## src/rtl/layer2_scheduler_pkg.sv

```systemverilog
// Shared constants, ternary encodings and state type for the Layer 2 scheduler.
// Logits are signed two's complement; LOGIT_MIN seeds the argmax search.
package layer2_scheduler_pkg;

  localparam int N_OUT   = 10;
  localparam int N_IN    = 48;
  localparam int LOGIT_W = 6;
  localparam int WADDR_W = 9;
  localparam int IDX_W   = 4;
  localparam int MAC_W   = 6;

  // Ternary weight / neuron input encoding
  localparam logic [1:0] TW_ZERO  = 2'b00;
  localparam logic [1:0] TW_POS   = 2'b01;
  localparam logic [1:0] TW_ZERO2 = 2'b10;
  localparam logic [1:0] TW_NEG   = 2'b11;

  localparam logic signed [LOGIT_W-1:0] LOGIT_MIN = {1'b1, {(LOGIT_W-1){1'b0}}};

  typedef enum logic [2:0] {
    S_IDLE,
    S_LOAD,
    S_RUN,
    S_CAPTURE,
    S_RELEASE,
    S_FINISH
  } l2_state_e;

  function automatic logic [1:0] act_to_input(input logic act);
    return act ? TW_POS : TW_NEG;
  endfunction

endpackage

```

## src/rtl/l2_argmax_tracker.sv

```systemverilog
// Running argmax over a stream of signed values; strict greater-than keeps
// the earliest index on ties.
module l2_argmax_tracker
  import layer2_scheduler_pkg::*;
#(
  parameter int IW = IDX_W,
  parameter int VW = LOGIT_W
) (
  input  logic                 clk,
  input  logic                 rst_n,
  input  logic                 clear_i,
  input  logic                 valid_i,
  input  logic [IW-1:0]        idx_i,
  input  logic signed [VW-1:0] value_i,
  output logic [IW-1:0]        best_idx_o,
  output logic signed [VW-1:0] best_val_o
);

  localparam logic signed [VW-1:0] VMIN = {1'b1, {(VW-1){1'b0}}};

  logic [IW-1:0]        best_idx_q, best_idx_d;
  logic signed [VW-1:0] best_val_q, best_val_d;

  always_comb begin
    best_idx_d = best_idx_q;
    best_val_d = best_val_q;
    if (clear_i) begin
      best_idx_d = '0;
      best_val_d = VMIN;
    end else if (valid_i && (value_i > best_val_q)) begin
      best_idx_d = idx_i;
      best_val_d = value_i;
    end
  end

  always_ff @(posedge clk) begin
    if (!rst_n) begin
      best_idx_q <= '0;
      best_val_q <= VMIN;
    end else begin
      best_idx_q <= best_idx_d;
      best_val_q <= best_val_d;
    end
  end

  assign best_idx_o = best_idx_q;
  assign best_val_o = best_val_q;

endmodule

```

## src/rtl/layer2_scheduler.sv

```systemverilog
// Time-multiplexes one layer2_neuron over all output classes, collecting
// logits and the argmax class from latched Layer 1 activations.
module layer2_scheduler
  import layer2_scheduler_pkg::*;
(
  input  logic                        clk,
  input  logic                        rst_n,
  input  logic                        start,
  input  logic [N_IN-1:0]             act_bits,
  output logic                        busy,
  output logic                        done,
  output logic [IDX_W-1:0]            class_idx,
  output logic signed [LOGIT_W-1:0]   max_logit,
  output logic [N_OUT*LOGIT_W-1:0]    logits,
  output logic                        n_start,
  output logic [1:0]                  n_input,
  input  logic                        n_done,
  input  logic signed [LOGIT_W-1:0]   n_result,
  input  logic [MAC_W-1:0]            n_mac_count,
  output logic [WADDR_W-1:0]          w_addr,
  output logic [IDX_W-1:0]            b_addr
);

  l2_state_e                        st_q, st_d;
  logic [IDX_W-1:0]                 idx_q, idx_d;
  logic [N_IN-1:0]                  act_q, act_d;
  logic                             busy_q, busy_d;
  logic                             done_q, done_d;
  logic                             nst_q, nst_d;
  logic [IDX_W-1:0]                 cls_q, cls_d;
  logic signed [LOGIT_W-1:0]        maxl_q, maxl_d;
  logic [N_OUT-1:0][LOGIT_W-1:0]    lg_q, lg_d;

  logic                             trk_clear, trk_valid;
  logic [IDX_W-1:0]                 best_idx;
  logic signed [LOGIT_W-1:0]        best_val;

  l2_argmax_tracker #(.IW(IDX_W), .VW(LOGIT_W)) u_argmax (
    .clk        (clk),
    .rst_n      (rst_n),
    .clear_i    (trk_clear),
    .valid_i    (trk_valid),
    .idx_i      (idx_q),
    .value_i    (n_result),
    .best_idx_o (best_idx),
    .best_val_o (best_val)
  );

  always_comb begin
    st_d      = st_q;
    idx_d     = idx_q;
    act_d     = act_q;
    busy_d    = busy_q;
    done_d    = 1'b0;
    nst_d     = nst_q;
    cls_d     = cls_q;
    maxl_d    = maxl_q;
    lg_d      = lg_q;
    trk_clear = 1'b0;
    trk_valid = 1'b0;
    case (st_q)
      S_IDLE: begin
        if (start) begin
          act_d     = act_bits;
          busy_d    = 1'b1;
          idx_d     = '0;
          trk_clear = 1'b1;
          st_d      = S_LOAD;
        end
      end
      S_LOAD: begin
        nst_d = 1'b1;
        st_d  = S_RUN;
      end
      S_RUN: begin
        if (n_done) st_d = S_CAPTURE;
      end
      S_CAPTURE: begin
        lg_d[idx_q] = n_result;
        trk_valid   = 1'b1;
        nst_d       = 1'b0;
        st_d        = S_RELEASE;
      end
      S_RELEASE: begin
        // Neuron must be back in idle before the next start is raised
        if (!n_done) begin
          if (idx_q == IDX_W'(N_OUT - 1)) begin
            st_d = S_FINISH;
          end else begin
            idx_d = idx_q + IDX_W'(1);
            nst_d = 1'b1;
            st_d  = S_RUN;
          end
        end
      end
      S_FINISH: begin
        done_d = 1'b1;
        cls_d  = best_idx;
        maxl_d = best_val;
        busy_d = 1'b0;
        st_d   = S_IDLE;
      end
      default: st_d = S_IDLE;
    endcase
  end

  always_ff @(posedge clk) begin
    if (!rst_n) begin
      st_q   <= S_IDLE;
      idx_q  <= '0;
      act_q  <= '0;
      busy_q <= 1'b0;
      done_q <= 1'b0;
      nst_q  <= 1'b0;
      cls_q  <= '0;
      maxl_q <= '0;
      lg_q   <= '0;
    end else begin
      st_q   <= st_d;
      idx_q  <= idx_d;
      act_q  <= act_d;
      busy_q <= busy_d;
      done_q <= done_d;
      nst_q  <= nst_d;
      cls_q  <= cls_d;
      maxl_q <= maxl_d;
      lg_q   <= lg_d;
    end
  end

  // MAC indices past N_IN are don't-care; drive +1
  always_comb begin
    n_input = TW_POS;
    if (n_mac_count < MAC_W'(N_IN)) n_input = act_to_input(act_q[n_mac_count]);
  end

  assign w_addr    = WADDR_W'(idx_q) * WADDR_W'(N_IN) + WADDR_W'(n_mac_count);
  assign b_addr    = idx_q;
  assign busy      = busy_q;
  assign done      = done_q;
  assign n_start   = nst_q;
  assign class_idx = cls_q;
  assign max_logit = maxl_q;
  assign logits    = lg_q;

endmodule

```

## config.mk

```make
export PLATFORM = sky130hd
export DESIGN_NAME = layer2_scheduler
export DESIGN_NICKNAME = d
export VERILOG_FILES = /design/src/rtl/layer2_scheduler_pkg.sv /design/src/rtl/l2_argmax_tracker.sv /design/src/rtl/layer2_scheduler.sv
export SDC_FILE = /design/constraint.sdc
export NUM_CORES = 1
export LEC_CHECK = 0
export CORE_MARGIN = 4
export CORE_UTILIZATION = 44
export DETAILED_ROUTE_END_ITERATION = 10
export PLACE_DENSITY = 0.76
export SETUP_SLACK_MARGIN = 0.1
export SLEW_MARGIN = 20
export SYNTH_ARGS = -nofsm -noshare
export SYNTH_HDL_FRONTEND = slang
export SYNTH_HIERARCHICAL = 1
export SYNTH_SLANG_ARGS = --single-unit
```

## constraint.sdc

```tcl
create_clock -name clk -period 2.4 [get_ports clk]
set_clock_uncertainty 0.2 [all_clocks]
set_input_delay 0.48 -clock clk [delete_from_list [all_inputs] [get_ports clk]]
set_output_delay 0.48 -clock clk [all_outputs]
set_load 0.01 [all_outputs]
```

==> flow_metrics.env, run 1 <==
export IMPL_required_ns=1.72
export IMPL_numCtsBuffers=17
export IMPL_cts_root_buf="clkbuf_16"
export IMPL_firstDrtPassIters=6
export IMPL_final_cell_area_sq_mm=0.00859
export IMPL_clkTransAtPathRegs_ns=0.06
export IMPL_hold_depth=2
export IMPL_avgSynthCellArea_sq_um=8.54
export IMPL_start_util=0.452
export IMPL_timing_final_crit_share=1.18
export IMPL_final_nets=953
export IMPL_boundaryPins=152
export IMPL_hold_buffers=0
export IMPL_dp_final_hpwl_um=11600
export IMPL_clock_path_buffers=2
export IMPL_ys_async_sr_fraction=0
export IMPL_htree_num_levels=4
export IMPL_start_kind="register"
export IMPL_crit_arrival_ns=2.14
export IMPL_worstMarginPinSlew_ns=0.522
export IMPL_coreArea_sq_mm=0.0133
export IMPL_routed_wl_um=17100
export IMPL_track_usage=0.220
export IMPL_mostFrequentLayoutCells="nand2_1, clkdlybuf4s50_1, dfxtp_1"
export IMPL_die_h_um=125
export IMPL_synth_edf_count=0
export IMPL_fin_ws_ns=-0.424
export IMPL_ys_warn_count=6
export IMPL_setup_tns_ns=-1.24
export IMPL_yosysSeqAreaShare=0.458
export IMPL_via_count=5493
export IMPL_cts_sinks=138
export IMPL_power_density_mw_per_mm2=673
export IMPL_post_route_util=0.643
export IMPL_maxClockFrequency_mhz=354
export IMPL_diodes=0
export IMPL_maxSlewHeadroom=0.652
export IMPL_dieArea_sq_mm=0.0157
export IMPL_crit_path_max_fanout=4
export IMPL_drive_gt1_frac=0.143
export IMPL_fin_cells=1059
export IMPL_totalPowerFinal_mw=5.78
export IMPL_antenna_found_initial=1
export IMPL_gp_congestion=0.837
export IMPL_placed_cell_area_sq_mm=0.00793
export IMPL_hold_worst_slack_ns=0.253
export IMPL_rows=42
export IMPL_grt_pass1_vias=5496
export IMPL_synthCells=707
export IMPL_violations="negative setup slack"
export IMPL_ys_types=52
export IMPL_syn_nets=790
export IMPL_place_ws_ns=-1.10
export IMPL_worstSetupPathType="register to primary output"
export IMPL_ys_ff_latch=138
export IMPL_viasPerCell=5.19
export IMPL_drt_iter0_drc=425
export IMPL_cp_end_kind="primary output"
export IMPL_dp_cells=1025
export IMPL_reg2regPathDepth=7
export IMPL_routedWlPerCell_um=16.1
export IMPL_max_cap_violations=0
export IMPL_status="finished, violations left"
export IMPL_fin_crit_ns=2.82
export IMPL_peakVddDrop_mv=0.591
export IMPL_min_path_type="register to register"
export IMPL_grt_setup_unrepaired="yes"
export IMPL_clk_latency_ns=0.42
export IMPL_areaGrowthSynthToFinish_pct=42.2
export IMPL_drtAntennaViolNets=0
export IMPL_overflow=0
export IMPL_synth_ff_type="dfxtp_1"
export IMPL_grt_pass1_wl_um=27900
export IMPL_tritoncts="built"
export IMPL_hold_viol=0
export IMPL_route_detailed_drc=0
export IMPL_finalMaxSlewViolations=0
export IMPL_port_buffers=150
export IMPL_die_x_um=125
export IMPL_setup_viol=5
export IMPL_grt_max_degree=58
export IMPL_p_leak_nw=3.25
export IMPL_syn_area_sq_mm=0.00604
export IMPL_layout_commonest_cell="nand2_1"
## registers in the layout (all words and copies together) (netlist names)
signal and cells:
busy 1, logits 60, n_start 1, done 1, class_idx 4, act_q 48, u_argmax/best_idx_o 4, u_argmax/best_val_o 6
st_q 3, max_logit 6, b_addr 4
## Yosys cell counts (2+ instances only)
master / instances / share of area
xnor2_1: 5 / 0.0073
a211o_1: 2 / 0.0029
a21o_1: 2 / 0.0025
mux4_2: 7 / 0.026
o31ai_1: 2 / 0.0025
inv_1: 17 / 0.011
nand3_1: 49 / 0.041
nor3_1: 2 / 0.0017
nor2b_1: 9 / 0.0093
buf_2: 14 / 0.012
mux2_2: 2 / 0.0037
ha_1: 17 / 0.035
mux4_1: 4 / 0.017
dfxtp_1: 138 / 0.46
buf_6: 2 / 0.0037
and3_1: 2 / 0.0021
nor3b_1: 3 / 0.0037
mux2i_1: 36 / 0.060
o21ai_0: 3 / 0.0025
nand2_1: 178 / 0.11
clkbuf_1: 35 / 0.022
nand4_1: 3 / 0.0031
a21oi_1: 107 / 0.089
nor2_1: 30 / 0.019
clkbuf_8: 3 / 0.0068
a31oi_1: 2 / 0.0021
and4b_1: 2 / 0.0033
buf_4: 5 / 0.0062
or4_1: 2 / 0.0025
fa_1: 2 / 0.0066
## worst paths after layout
check,slack [ns],to,startpoint
worst min-delay path,0.25,logits[46],logits[46]
worst max register to register,0.31,b_addr[3],b_addr[2]
worst min register to register,0.25,logits[46],logits[46]
worst max-delay path,-0.42,w_addr[8],b_addr[0]
## metal layers
layer | GRT usage | vias to the layer above | wire length (um)
met1 | 0.284 | 2566 | 7400
li1 | - | 2698 | -
met3 | 0.0891 | 26 | 1550
met5 | 0 | - | 13
met4 | 0.0631 | 2 | 242
met2 | 0.341 | 201 | 7860
## critical path, stage by stage, from the launching register on
cell and delay (ns):
dfxtp_4 0.39, inv_4 0.04, ha_4 0.27, inv_2 0.04, fa_2 0.35, nor3b_2 0.19
xnor2_1 0.15, xnor2_1 0.14, buf_2 0.15
## power breakdown
group	total, mW	internal (mW)	switching (mW)
combinational	0.592	0.289	0.303
sequential	2.42	2.37	0.0515
clock	2.77	1.74	1.02
total	5.78	4.40	1.38
## repair_timing
item,4_1_cts,5_1_grt
resized for setup,30,12
endpoints found under the setup margin,10,6
pin swaps,2,4
buffers inserted,2,0
## area by class of cell
type                       count  area [sq um]
fill                        1127          4760
multi-input combinational    491          2960
sequential                   138          2770
timing repair buffer         203          1930
clock buffer                  18           429
tap                          176           220
clock inverter                14           195
inverter                      19          77.6
## kinds of logic after synthesis
kind of cell	synth area share
and+or+nand+nor	0.206
muxes	0.107
adders and majority gates	0.0419
other	0.000621
AOI/OAI and AO/OA	0.117
DFF	0.458
buffers and inverters	0.0620
xor gates and xnor gates	0.00726
Note: power is estimated with default switching activity, not from simulation.
==> inputs of run 2 (changes only) <==
--- a/config.mk
+++ b/config.mk
@@ -7,6 +7,7 @@
 export LEC_CHECK = 0
 export CORE_MARGIN = 4
 export CORE_UTILIZATION = 44
+export CTS_CLUSTER_SIZE = 8
 export DETAILED_ROUTE_END_ITERATION = 10
 export PLACE_DENSITY = 0.76
 export SETUP_SLACK_MARGIN = 0.1
@@ -15,3 +16,4 @@
 export SYNTH_HDL_FRONTEND = slang
 export SYNTH_HIERARCHICAL = 1
 export SYNTH_SLANG_ARGS = --single-unit
+export TNS_END_PERCENT = 1
==> run 2 against run 1 <==
  * The flow still finishes with violations (negative setup slack)
  * Count of clock-buffer cells in the layout rose by 3
  * Register-to-register slack improved by 0.06 ns
  * Maximum frequency grew 2.3%
  * Non-clock buffer count increased by 5
  * Clock power shrank 16%
  * Critical path depth down 1
  * First-iteration DRC count shrank 23%
  * Routed wire length shrank 0.49%
  * Hold slack worse by 0.00092 ns
  * Final cell count grew 0.66%
  * Global-route usage is 0.39 points lower
  * Total power shrank 7.7%
==> flow_metrics.env, run 2 (synthesis results as in run 1) <==
export IMPL_setup_viol=5
export IMPL_min_path_type="register to register"
export IMPL_hold_path_end="logits[4]"
export IMPL_hold_worst_slack_ns=0.252
export IMPL_tritoncts="built"
export IMPL_fin_cells=1066
export IMPL_grt_pass1_wl_um=27600
export IMPL_die_h_um=125
export IMPL_viasPerCell=5.17
export IMPL_areaGrowthSynthToFinish_pct=40.4
export IMPL_drive_gt1_frac=0.146
export IMPL_rows=42
export IMPL_fin_ws_ns=-0.361
export IMPL_worst_hold_startpoint="logits[4]"
export IMPL_antenna_found_initial=0
export IMPL_required_ns=1.72
export IMPL_htree_num_levels=4
export IMPL_finalMaxSlewViolations=0
export IMPL_final_nets=958
export IMPL_crit_path_max_fanout=5
export IMPL_final_cell_area_sq_mm=0.00847
export IMPL_reg2regPathDepth=7
export IMPL_layout_commonest_cell="nand2_1"
export IMPL_via_count=5506
export IMPL_largest_register_ffs=60
export IMPL_maxSlewHeadroom=0.530
export IMPL_grt_setup_unrepaired="yes"
export IMPL_clkTransAtPathRegs_ns=0.06
export IMPL_grt_max_degree=59
export IMPL_clk_latency_ns=0.42
export IMPL_overflow=0
export IMPL_dp_cells=1029
export IMPL_totalPowerFinal_mw=5.34
export IMPL_fin_crit_ns=2.76
export IMPL_worstMarginPinSlew_ns=0.702
export IMPL_drtAntennaViolNets=0
export IMPL_die_x_um=125
export IMPL_track_usage=0.216
export IMPL_placed_cell_area_sq_mm=0.00793
export IMPL_r2r_start="b_addr[2]"
export IMPL_post_route_util=0.635
export IMPL_port_buffers=150
export IMPL_drt_iter0_drc=326
export IMPL_hold_viol=0
export IMPL_dp_final_hpwl_um=11600
export IMPL_boundaryPins=152
export IMPL_routed_wl_um=17000
export IMPL_p_leak_nw=3.21
export IMPL_power_density_mw_per_mm2=630
export IMPL_coreArea_sq_mm=0.0133
export IMPL_dieArea_sq_mm=0.0157
export IMPL_clock_path_buffers=2
export IMPL_firstDrtPassIters=5
export IMPL_hold_depth=2
export IMPL_violations="negative setup slack"
export IMPL_timing_final_crit_share=1.15
export IMPL_cp_end_kind="primary output"
export IMPL_regToRegEndpoint="b_addr[3]"
export IMPL_hold_buffers=0
export IMPL_max_cap_violations=0
export IMPL_crit_arrival_ns=2.08
export IMPL_mostFrequentLayoutCells="nand2_1, clkdlybuf4s50_1, dfxtp_1"
export IMPL_gp_congestion=0.791
export IMPL_cts_sinks=138
export IMPL_start_util=0.452
export IMPL_r2r_slack_ns=0.37
export IMPL_maxClockFrequency_mhz=362
export IMPL_setup_tns_ns=-1.15
export IMPL_peakVddDrop_mv=0.495
export IMPL_place_ws_ns=-1.08
export IMPL_route_detailed_drc=0
export IMPL_numCtsBuffers=17
export IMPL_worstSetupPathType="register to primary output"
export IMPL_grt_pass1_vias=5554
export IMPL_cts_root_buf="clkbuf_16"
export IMPL_start_kind="register"
export IMPL_status="finished, violations left"
export IMPL_routedWlPerCell_um=15.9
-- run 2: cell count changes in the layout (fill, tap and decap cells not counted), moves of 2 or more --
cell / previous run / this run
inv_6: 3 / 1
ha_2: 0 / 2
bufinv_16: 4 / 0
nor2b_2: 0 / 2
diode_2: 0 / 2
ha_4: 3 / 1
buf_4: 48 / 55
clkinv_2: 3 / 5
clkbuf_1: 1 / 3
buf_12: 4 / 2
-- run 2: what timing repair did --
item,in CTS,in global routing
pin swaps,3,3
setup buffers,2,1
setup endpoints to repair,10,5
cloned,0,0
resized for setup,38,0
-- run 2: how the worst max path moves through the flow --
stage | startpoint | end | slack (ns) | cells after the start
floorplan | n_mac_count[0] | n_input[1] | 0.1 | 4
finish | b_addr[1] | w_addr[8] | -0.36 | 7
global route | b_addr[1] | w_addr[8] | -0.47 | 7
global placement | n_mac_count[1] | n_input[1] | -1.04 | 6
CTS | b_addr[1] | w_addr[8] | -0.40 | 8
detailed placement | n_mac_count[1] | n_input[1] | -1.08 | 6
-- run 2: critical path, cell delays in order (launching register included) --
cell and delay (ns):
dfxtp_4 0.36, ha_2 0.18, fa_2 0.35, xnor2_2 0.16, nor3b_2 0.19, xnor2_1 0.15
xnor2_1 0.13, buf_2 0.14
-- run 2: where the power goes --
part | internal (mW) | switching, mW
Combinational | 0.280 | 0.309
Clock | 1.34 | 0.994
Sequential | 2.37 | 0.0459
-- run 2: cell type report --
| class | count | area (sq um) |
|---|---|---|
| fill | 1143 | 4870 |
| inverter | 19 | 75.1 |
| tap | 176 | 220 |
| antenna | 2 | 5.00 |
| multi-input combinational | 491 | 2950 |
| clock inverter | 11 | 72.6 |
| clock buffer | 21 | 450 |
| timing repair buffer | 208 | 1930 |
| sequential | 138 | 2770 |
-- run 2: metal layers --
metal  part of all wire  global-route usage  vias up
met5                  0                   0        -
met4              0.019              0.0797        0
met3              0.078              0.0751       25
met2               0.46               0.334      192
li1                   -                   -     2714
met1               0.45               0.280     2575
==> inputs of run 3 (changes only) <==
--- a/config.mk
+++ b/config.mk
@@ -5,13 +5,14 @@
 export SDC_FILE = /design/constraint.sdc
 export NUM_CORES = 1
 export LEC_CHECK = 0
+export CORE_ASPECT_RATIO = 1.75
 export CORE_MARGIN = 4
 export CORE_UTILIZATION = 44
 export CTS_CLUSTER_SIZE = 8
 export DETAILED_ROUTE_END_ITERATION = 10
 export PLACE_DENSITY = 0.76
 export SETUP_SLACK_MARGIN = 0.1
-export SLEW_MARGIN = 20
+export SLEW_MARGIN = 30
 export SYNTH_ARGS = -nofsm -noshare
 export SYNTH_HDL_FRONTEND = slang
 export SYNTH_HIERARCHICAL = 1
==> run 3 against run 2 <==
  * The run still ends with negative setup slack left
  * Routed wire length fell by 1.6%
  * Global-route usage rose by 0.29 points
  * Sequential cell count stayed put
  * Final area grew 0.90%
  * Combinational power is 0.7% higher
  * Clock power is 18% higher
  * Die area is 0.48% higher
  * Non-clock buffer count fell by 6
  * Utilization increased by 0.071 points
  * Register-to-register slack worse by 0.09 ns
==> flow_metrics.env, run 3 (synthesis results as in run 1) <==
export IMPL_routed_wl_um=16700
export IMPL_diodes=0
export IMPL_rows=56
export IMPL_required_ns=1.72
export IMPL_setup_viol=5
export IMPL_peakVddDrop_mv=0.472
export IMPL_track_usage=0.219
export IMPL_grt_pass1_vias=5321
export IMPL_port_buffers=150
export IMPL_multi_input_area_sq_mm=0.00294
export IMPL_max_cap_violations=0
export IMPL_hold_worst_slack_ns=0.251
export IMPL_dieArea_sq_mm=0.0157
export IMPL_via_count=5415
export IMPL_worstSetupPathType="register to primary output"
export IMPL_register_area_sq_mm=0.00277
export IMPL_r2r_slack_ns=0.28
export IMPL_hold_viol=0
export IMPL_cts_root_buf="clkbuf_16"
export IMPL_nFillCells=1132
export IMPL_clock_path_buffers=2
export IMPL_grt_setup_unrepaired="yes"
export IMPL_cts_sinks=138
export IMPL_firstDrtPassIters=5
export IMPL_fin_crit_ns=2.80
export IMPL_fin_ws_ns=-0.398
export IMPL_die_x_um=96.5
export IMPL_overflow=0
export IMPL_layout_commonest_cell="nand2_1"
export IMPL_clkTransAtPathRegs_ns=0.06
export IMPL_clk_latency_ns=0.41
export IMPL_min_path_type="register to register"
export IMPL_final_nets=952
export IMPL_p_leak_nw=3.24
export IMPL_die_h_um=163
export IMPL_areaGrowthSynthToFinish_pct=41.7
export IMPL_mostFrequentLayoutCells="nand2_1, clkdlybuf4s50_1, dfxtp_1"
export IMPL_grt_pass1_wl_um=26200
export IMPL_timing_final_crit_share=1.17
export IMPL_gp_congestion=0.875
export IMPL_reg2regPathDepth=7
export IMPL_crit_path_max_fanout=3
export IMPL_routedWlPerCell_um=15.8
export IMPL_dp_final_hpwl_um=12500
export IMPL_dp_cells=1023
export IMPL_regToRegEndpoint="b_addr[3]"
export IMPL_start_util=0.449
export IMPL_fin_cells=1056
export IMPL_power_density_mw_per_mm2=674
export IMPL_hold_depth=2
export IMPL_htree_num_levels=4
export IMPL_grt_max_degree=50
export IMPL_viasPerCell=5.13
export IMPL_coreArea_sq_mm=0.0135
export IMPL_hold_path_end="logits[8]"
export IMPL_tritoncts="built"
export IMPL_worst_hold_startpoint="logits[8]"
export IMPL_route_detailed_drc=0
export IMPL_cp_end_kind="primary output"
export IMPL_finalMaxSlewViolations=0
export IMPL_violations="negative setup slack"
export IMPL_largest_register_ffs=60
export IMPL_drive_gt1_frac=0.143
export IMPL_maxClockFrequency_mhz=357
export IMPL_status="finished, violations left"
export IMPL_start_kind="register"
export IMPL_r2r_start="b_addr[0]"
export IMPL_crit_arrival_ns=2.12
export IMPL_boundaryPins=152
export IMPL_drt_iter0_drc=280
export IMPL_drtAntennaViolNets=0
export IMPL_antenna_found_initial=0
export IMPL_numCtsBuffers=17
## run 3: changes by cell type in the layout (fill, tap and decap cells not counted), sizes merged
cell | before | now
buf | 64 | 59
clkdlybuf4s15 | 1 | 0
bufinv | 0 | 3
inv | 20 | 19
clkinvlp | 5 | 1
clkbuf | 21 | 22
diode | 2 | 0
clkinv | 5 | 6
## run 3: routing by layer
| layer | wire (um) | global-route usage | part of all wire |
|---|---|---|---|
| met5 | 0 | 0 | 0 |
| met4 | 454 | 0.0920 | 0.027 |
| met3 | 636 | 0.0379 | 0.038 |
| met2 | 9600 | 0.419 | 0.57 |
| met1 | 6010 | 0.224 | 0.36 |
## run 3: power by group
group / switching (mW) / internal (mW) / total (mW) / leakage (nW)
Sequential: 0.0601 / 2.37 / 2.43 / 1.12
Clock: 0.993 / 1.75 / 2.74 / 0.306
Combinational: 0.299 / 0.292 / 0.592 / 1.81
## run 3: how the worst max path moves through the flow
stage | endpoint | slack, ns | startpoint | depth (start not counted)
2_1_floorplan | n_input[1] | 0.1 | n_mac_count[0] | 4
3_3_place_gp | n_input[1] | -1.05 | n_mac_count[0] | 7
3_5_place_dp | n_input[1] | -1.04 | n_mac_count[0] | 7
4_1_cts | w_addr[8] | -0.43 | b_addr[0] | 8
5_1_grt | w_addr[8] | -0.49 | b_addr[0] | 7
6_report | w_addr[8] | -0.40 | b_addr[0] | 7
## run 3: area by class of cell
cell class / instances / area share
Clock inverter: 10 / 0.0162
Sequential cell: 138 / 0.324
Clock buffer: 22 / 0.0566
Tap cell: 174 / 0.0255
Multi-Input combinational cell: 491 / 0.344
Inverter: 19 / 0.00878
Timing Repair Buffer: 202 / 0.225
## run 3: critical path, stage by stage, from the launching register on
cell,delay [ns]
dfxtp_4,0.35
ha_2,0.19
fa_2,0.35
xnor2_2,0.17
nor3b_2,0.20
xnor2_1,0.15
xnor2_1,0.14
buf_2,0.15
## run 3: what timing repair did
action                     4_1_cts  5_1_grt
gates resized for setup         41        0
hold endpoints to repair         0        0
pin swaps                        5        2
setup endpoints to repair       10        5
hold buffers                     0        0
buffers inserted                 1        0
gates cloned                     0        0
## run 3: through the flow
stage / util / setup WS [ns] / setup TNS, ns / cell area [sq um] / power, mW
floorplan: - / 0.0990 / 0 / 6080 / 2.79
global placement: 0.590 / -1.05 / -4.26 / 7940 / 3.06
detailed placement: 0.590 / -1.04 / -4.62 / 7940 / 3.07
CTS: 0.636 / -0.426 / -1.33 / 8550 / 5.80
global route: 0.636 / -0.488 / -1.61 / 8550 / 5.97
finish: 0.636 / -0.398 / -1.24 / 8550 / 5.76
